--- config.mk ---
export PLATFORM = sky130hd
export DESIGN_NAME = vga_fb_arbiter_flat
export DESIGN_NICKNAME = d
export VERILOG_FILES = /design/src/rtl/vga_fb_arbiter_if.sv /design/src/rtl/vga_fb_arbiter.sv /design/src/flat_wrapper.sv
export SDC_FILE = /design/constraint.sdc
export NUM_CORES = 1
export LEC_CHECK = 0
export ABC_CLOCK_PERIOD_IN_PS = 2500
export BUFFER_PORTS_ARGS = -buffer_cell sky130_fd_sc_hd__buf_2
export CAP_MARGIN = 20
export CORE_UTILIZATION = 38
export DETAILED_ROUTE_END_ITERATION = 10
export PLACE_DENSITY = 0.91
export RECOVER_POWER = 25
export SLEW_MARGIN = 40
export SYNTH_ARGS = -nofsm -noshare
export SYNTH_HDL_FRONTEND = slang
export SYNTH_SLANG_ARGS = --single-unit
export TNS_END_PERCENT = 1
--- constraint.sdc ---
create_clock -name clk -period 2.5 [get_ports clk]
set_clock_uncertainty 0.1 [all_clocks]
set_input_delay 0.25 -clock clk [delete_from_list [all_inputs] [get_ports clk]]
set_output_delay 0.25 -clock clk [all_outputs]
set_load 0.1 [all_outputs]
--- src/rtl/vga_fb_arbiter_if.sv ---
// rtl/vga_fb_arbiter_if.sv - writer request ports and framebuffer RAM bus for vga_fb_arbiter
interface vga_fb_arbiter_if #(
  parameter int AW = 19,
  parameter int DW = 12
);
  logic          w0_req;
  logic [AW-1:0] w0_addr;
  logic [DW-1:0] w0_data;
  logic          w0_gnt;
  logic          w1_req;
  logic [AW-1:0] w1_addr;
  logic [DW-1:0] w1_data;
  logic          w1_gnt;
  logic [AW-1:0] ram_addr;
  logic          ram_we;
  logic [DW-1:0] ram_wdata;
  logic [DW-1:0] ram_rdata;

  // master: the arbiter, which owns the RAM port and answers the writers
  modport master (
    input  w0_req, w0_addr, w0_data, w1_req, w1_addr, w1_data, ram_rdata,
    output w0_gnt, w1_gnt, ram_addr, ram_we, ram_wdata
  );

  modport slave (
    output w0_req, w0_addr, w0_data, w1_req, w1_addr, w1_data, ram_rdata,
    input  w0_gnt, w1_gnt, ram_addr, ram_we, ram_wdata
  );
endinterface

--- src/rtl/vga_fb_arbiter.sv ---
// rtl/vga_fb_arbiter.sv - framebuffer RAM sharing between scanout and two writers
// Optional VGA_FB_VBLANK_ONLY_EN restricts the write window to vertical blank.
module vga_fb_arbiter #(
  parameter int HD = 640,
  parameter int VD = 480,
  parameter int AW = 19,
  parameter int DW = 12
) (
  input  logic          clk,
  input  logic          rst,
  input  logic [11:0]   pixel_x,
  input  logic [11:0]   pixel_y,
  input  logic          video_on,
  input  logic          hsync,
  input  logic          vsync,
  output logic          hsync_o,
  output logic          vsync_o,
  output logic          video_on_o,
  output logic [DW-1:0] rgb,
  output logic          frame_tick,
  vga_fb_arbiter_if.master bus
);
  localparam logic [11:0] VD_L   = 12'(VD);
  localparam logic [AW:0] NPIX_L = (AW+1)'(HD * VD);

  logic [AW-1:0] scan_addr;
  logic          rr_last;
  logic          vblank;
  logic          window;
  logic          w0_sel;
  logic          w1_sel;

  assign vblank = (pixel_y >= VD_L);

`ifdef VGA_FB_VBLANK_ONLY_EN
  assign window = vblank;
`else
  assign window = !video_on;
`endif

  // Tie goes to the writer that did not win the previous tie
  always_comb begin
    w0_sel = 1'b0;
    w1_sel = 1'b0;
    if (!rst && window) begin
      if (bus.w0_req && (!bus.w1_req || rr_last))
        w0_sel = 1'b1;
      else if (bus.w1_req)
        w1_sel = 1'b1;
    end
  end

  assign bus.w0_gnt = w0_sel;
  assign bus.w1_gnt = w1_sel;

  // Out-of-range writes still consume the request but never strobe the RAM
  always_comb begin
    bus.ram_addr  = scan_addr;
    bus.ram_we    = 1'b0;
    bus.ram_wdata = '0;
    if (w0_sel) begin
      bus.ram_addr  = bus.w0_addr;
      bus.ram_wdata = bus.w0_data;
      bus.ram_we    = ({1'b0, bus.w0_addr} < NPIX_L);
    end else if (w1_sel) begin
      bus.ram_addr  = bus.w1_addr;
      bus.ram_wdata = bus.w1_data;
      bus.ram_we    = ({1'b0, bus.w1_addr} < NPIX_L);
    end
  end

  always_ff @(posedge clk or posedge rst) begin
    if (rst) begin
      scan_addr  <= '0;
      rr_last    <= 1'b1;
      frame_tick <= 1'b0;
      hsync_o    <= 1'b1;
      vsync_o    <= 1'b1;
      video_on_o <= 1'b0;
    end else begin
      hsync_o    <= hsync;
      vsync_o    <= vsync;
      video_on_o <= video_on;
      frame_tick <= (pixel_x == 12'd0) && (pixel_y == VD_L);
      // Linear scan counter replaces y*HD+x; it restarts every vertical blank
      if (vblank)
        scan_addr <= '0;
      else if (video_on)
        scan_addr <= scan_addr + 1'b1;
      if (w0_sel && bus.w1_req)
        rr_last <= 1'b0;
      else if (w1_sel && bus.w0_req)
        rr_last <= 1'b1;
    end
  end

  assign rgb = video_on_o ? bus.ram_rdata : '0;
endmodule

--- src/flat_wrapper.sv ---
// flat-port wrapper written by rule: the top's interface ports become plain ports
module vga_fb_arbiter_flat 
#(
  parameter int HD = 640,
  parameter int VD = 480,
  parameter int AW = 19,
  parameter int DW = 12
)
  (clk, rst, pixel_x, pixel_y, video_on, hsync, vsync, hsync_o, vsync_o, video_on_o, rgb, frame_tick, bus_w0_req, bus_w0_addr, bus_w0_data, bus_w1_req, bus_w1_addr, bus_w1_data, bus_ram_rdata, bus_w0_gnt, bus_w1_gnt, bus_ram_addr, bus_ram_we, bus_ram_wdata);
  vga_fb_arbiter_if #(.AW(AW), .DW(DW)) bus_i ();
  input  logic clk;
  input  logic rst;
  input  logic [11:0] pixel_x;
  input  logic [11:0] pixel_y;
  input  logic video_on;
  input  logic hsync;
  input  logic vsync;
  output logic hsync_o;
  output logic vsync_o;
  output logic video_on_o;
  output logic [DW-1:0] rgb;
  output logic frame_tick;
  input wire logic [$bits(bus_i.w0_req)-1:0] bus_w0_req;
  input wire logic [$bits(bus_i.w0_addr)-1:0] bus_w0_addr;
  input wire logic [$bits(bus_i.w0_data)-1:0] bus_w0_data;
  input wire logic [$bits(bus_i.w1_req)-1:0] bus_w1_req;
  input wire logic [$bits(bus_i.w1_addr)-1:0] bus_w1_addr;
  input wire logic [$bits(bus_i.w1_data)-1:0] bus_w1_data;
  input wire logic [$bits(bus_i.ram_rdata)-1:0] bus_ram_rdata;
  output wire logic [$bits(bus_i.w0_gnt)-1:0] bus_w0_gnt;
  output wire logic [$bits(bus_i.w1_gnt)-1:0] bus_w1_gnt;
  output wire logic [$bits(bus_i.ram_addr)-1:0] bus_ram_addr;
  output wire logic [$bits(bus_i.ram_we)-1:0] bus_ram_we;
  output wire logic [$bits(bus_i.ram_wdata)-1:0] bus_ram_wdata;
  assign bus_i.w0_req = bus_w0_req;
  assign bus_i.w0_addr = bus_w0_addr;
  assign bus_i.w0_data = bus_w0_data;
  assign bus_i.w1_req = bus_w1_req;
  assign bus_i.w1_addr = bus_w1_addr;
  assign bus_i.w1_data = bus_w1_data;
  assign bus_i.ram_rdata = bus_ram_rdata;
  assign bus_w0_gnt = bus_i.w0_gnt;
  assign bus_w1_gnt = bus_i.w1_gnt;
  assign bus_ram_addr = bus_i.ram_addr;
  assign bus_ram_we = bus_i.ram_we;
  assign bus_ram_wdata = bus_i.ram_wdata;
  vga_fb_arbiter #(.HD(HD), .VD(VD), .AW(AW), .DW(DW)) u_core (.clk(clk), .rst(rst), .pixel_x(pixel_x), .pixel_y(pixel_y), .video_on(video_on), .hsync(hsync), .vsync(vsync), .hsync_o(hsync_o), .vsync_o(vsync_o), .video_on_o(video_on_o), .rgb(rgb), .frame_tick(frame_tick), .bus(bus_i));
endmodule
==> flow_metrics.env <==
export IMPL_synth_most_common_cell="nand2_1"
export IMPL_yosys_warnings=0
export IMPL_placed_area_sq_um=3092
export IMPL_syn_to_final_growth_pct=81.50
export IMPL_hold_buffers=3
export IMPL_rsz0062_at_grt="false"
export IMPL_wl_per_cell_um=15.16
export IMPL_hold_viol=0
export IMPL_power_density_nw_per_um2=468.3
export IMPL_final_net_count=479
export IMPL_postCtsSetupBuffers=0
export IMPL_final_util=0.7252
export IMPL_vias=2299
export IMPL_synth_cell_types=33
export IMPL_cp_top_family="simple AND/OR/NAND/NOR gates"
export IMPL_wirelength_um=6429
export IMPL_drive_gt1_frac=0.4543
export IMPL_p_seq_frac=0.281
export IMPL_slew_headroom=0.4096
export IMPL_cp_slowest_cell="dfstp_2"
export IMPL_p_sw_frac=0.4503
export IMPL_p_switching_w=0.0006704
export IMPL_synth_edf_count=0
export IMPL_grt_ovfl_total=0
export IMPL_die_w_um=69.90
export IMPL_critPathMaxFanout=25
export IMPL_grt_first_pass_wirelength_um=10400
export IMPL_drc_errors=0
export IMPL_first_iter_violations=94
export IMPL_clk_latency_ns=0.27
export IMPL_tritoncts="built"
export IMPL_die_area_sq_um=4885
export IMPL_cp_arrival_ns=1.98
export IMPL_ios=155
export IMPL_initial_core_util=0.3995
export IMPL_syn_mean_instance_area_sq_um=7.926
export IMPL_grt_max_degree=26
export IMPL_via_per_inst=5.422
export IMPL_grt_pass1_vias=2275
export IMPL_synth_cells=221
export IMPL_gp_congestion=0.8166
export IMPL_io_buffer_count=154
export IMPL_slew_violations=0
export IMPL_ant_nets=0
export IMPL_worst_pin_slew_ns=0.8846
export IMPL_hpwl_um=5107
export IMPL_cpPeakStageDelay_ns=0.56
export IMPL_syn_cell_area_sq_um=1752
export IMPL_track_usage=0.2591
export IMPL_async_reset_ff_frac=1.000
export IMPL_clk_pin_slew_worst_paths_ns=0.09
export IMPL_power_total_w=0.001489
export IMPL_regArea_sq_um=604.3
export IMPL_cpMostUsedCell="buf_12"
export IMPL_h_tree_depth=1
export IMPL_p_leak_nw=1.521
export IMPL_cts_buffers=3
export IMPL_ir_drop_uv=200.3
export IMPL_ys_ff_latch=24
export IMPL_power_internal_w=0.0008183
export IMPL_ys_seq_area_frac=0.3450
export IMPL_setup_worst_path_class="flip-flop to output pin"
export IMPL_setup_ws_ns=0.1685
export IMPL_ys_flop_type="dfrtp_1"
export IMPL_synth_top_cell_area_share=0.3000
export IMPL_crit_path_start_kind="flip-flop"
export IMPL_crit_chain="nand2b_1 > and3_1 > buf_12 > a22oi_1 > nand2_1 > buf_12"
export IMPL_antenna_cells=0
export IMPL_synth_top_area_cell="dfrtp_1"
export IMPL_combinationalPowerShare=0.538
export IMPL_clkPwrFrac=0.181
export IMPL_fp_coreArea_sq_um=4384
export IMPL_fmax_mhz=428.9
export IMPL_synth_nets=327
export IMPL_die_h_um=69.90
export IMPL_rows=24
export IMPL_required_ns=2.15
export IMPL_root_buffer="clkbuf_8"
export IMPL_drt_first_pass_iters=4
export IMPL_multi_input_comb_area_sq_um=1095
export IMPL_synth_area_leaders="dfrtp_1, nand2_1, a22oi_1"
export IMPL_cts_buffer_depth=2
export IMPL_antenna_found_initial=0
export IMPL_synth_commonest_cells="nand2_1, dfrtp_1, a22oi_1"
export IMPL_min_path_type="primary input to flip-flop"
export IMPL_pre_cts_slack_ns=0.2554
export IMPL_drv_cap=0
export IMPL_final_min_clock_period_ns=2.332
export IMPL_fin_area_sq_um=3179
export IMPL_clock_sinks=24
export IMPL_crit_buf_inv=2
export IMPL_setup_violations=0
export IMPL_end_kind="output pin"
export IMPL_final_fill_count=294
export IMPL_ctsResizeCount=0
export IMPL_fin_crit_sh=0.9326
export IMPL_status="finished clean"
## worst paths after layout
check                                         start              endpoint  slack, ns  cells after the start
worst max-delay path                 u_core.rr_last      bus_ram_addr[14]       0.17                      6
worst max register to register  u_core.scan_addr[0]  u_core.scan_addr[16]       0.24                      5
worst min register to register       u_core.rr_last        u_core.rr_last       0.41                      1
min in group asynchronous                       rst   u_core.scan_addr[4]       0.62                      3
max in group asynchronous                       rst  u_core.scan_addr[14]       1.14                      3
worst min-delay path                     pixel_x[5]     u_core.frame_tick       0.14                      4
## flip-flops by register name, summed over array words and instances (netlist names)
signal / count
u_core.hsync_o: 1
u_core.rr_last: 1
u_core.scan_addr: 19
u_core.frame_tick: 1
u_core.vsync_o: 1
u_core.video_on_o: 1
## layout make-up
class,count,share of cell area
well taps,52,0.02046
flip-flops and latches,24,0.1901
repair buffers,161,0.4242
inverters,3,0.003542
clock buffers,4,0.01732
multi-input cells,180,0.3444
## per-stage QoR
stage                     hold WS, ns  TNS [ns]  std cells
after floorplan                0.1545    -1.644        221
after global placement         0.2568         0        417
after detailed placement       0.2166         0        417
after CTS                      0.1095         0        424
after global routing           0.1588         0        424
final                          0.1380         0        424
## cell families (layout without fill, tap and decap cells)
family	count (synthesis)	after routing	synth area share
flops	24	24	0.3450
buf+inv	17	168	0.03786
fa+ha+maj	1	1	0.007142
mux	1	1	0.005715
simple gates	116	116	0.3421
xor+xnor	12	12	0.06000
compound gates	50	50	0.2021
## worst register-to-register path, cell delays in order (launching register included)
cell and delay [ns]:
dfrtp_1 0.46, ha_1 0.26, nand4_4 0.15, or4_1 0.64, or4_1 0.52, nand2_1 0.08
## cells in the final DEF, fill, tap and decap left out, types with 4 or more instances in the layout
master,n
buf_2,119
nand2_1,45
buf_12,35
dfrtp_1,21
a22oi_1,19
nor2_1,15
a22o_1,13
and2_1,12
xnor2_1,8
a21oi_1,8
nor4_1,6
nand3_1,6
o21ai_0,6
nor3_1,5
nand4_1,5
or3_1,5
xor2_1,4
clkbuf_8,4
## per-layer routing
| metal | up-vias | global-route usage | share of wire |
|---|---|---|---|
| met5 | - | 0 | 0 |
| met4 | 0 | 0.09333 | 0.024 |
| met3 | 19 | 0.03319 | 0.056 |
| met2 | 102 | 0.4690 | 0.53 |
| met1 | 1082 | 0.3124 | 0.38 |
| li1 | 1096 | - | - |
## power by group through the flow
| stage | Combinational (W) | Sequential [W] | Clock (W) |
|---|---|---|---|
| after floorplan | 0.000474 | 0.000440 | 0 |
| after global placement | 0.000785 | 0.000425 | 0 |
| after detailed placement | 0.000797 | 0.000425 | 0 |
| after CTS | 0.000803 | 0.000417 | 0.000270 |
| after global routing | 0.000829 | 0.000419 | 0.000288 |
| final | 0.000801 | 0.000418 | 0.000269 |
No activity file was read; power rests on OpenSTA's default activity.
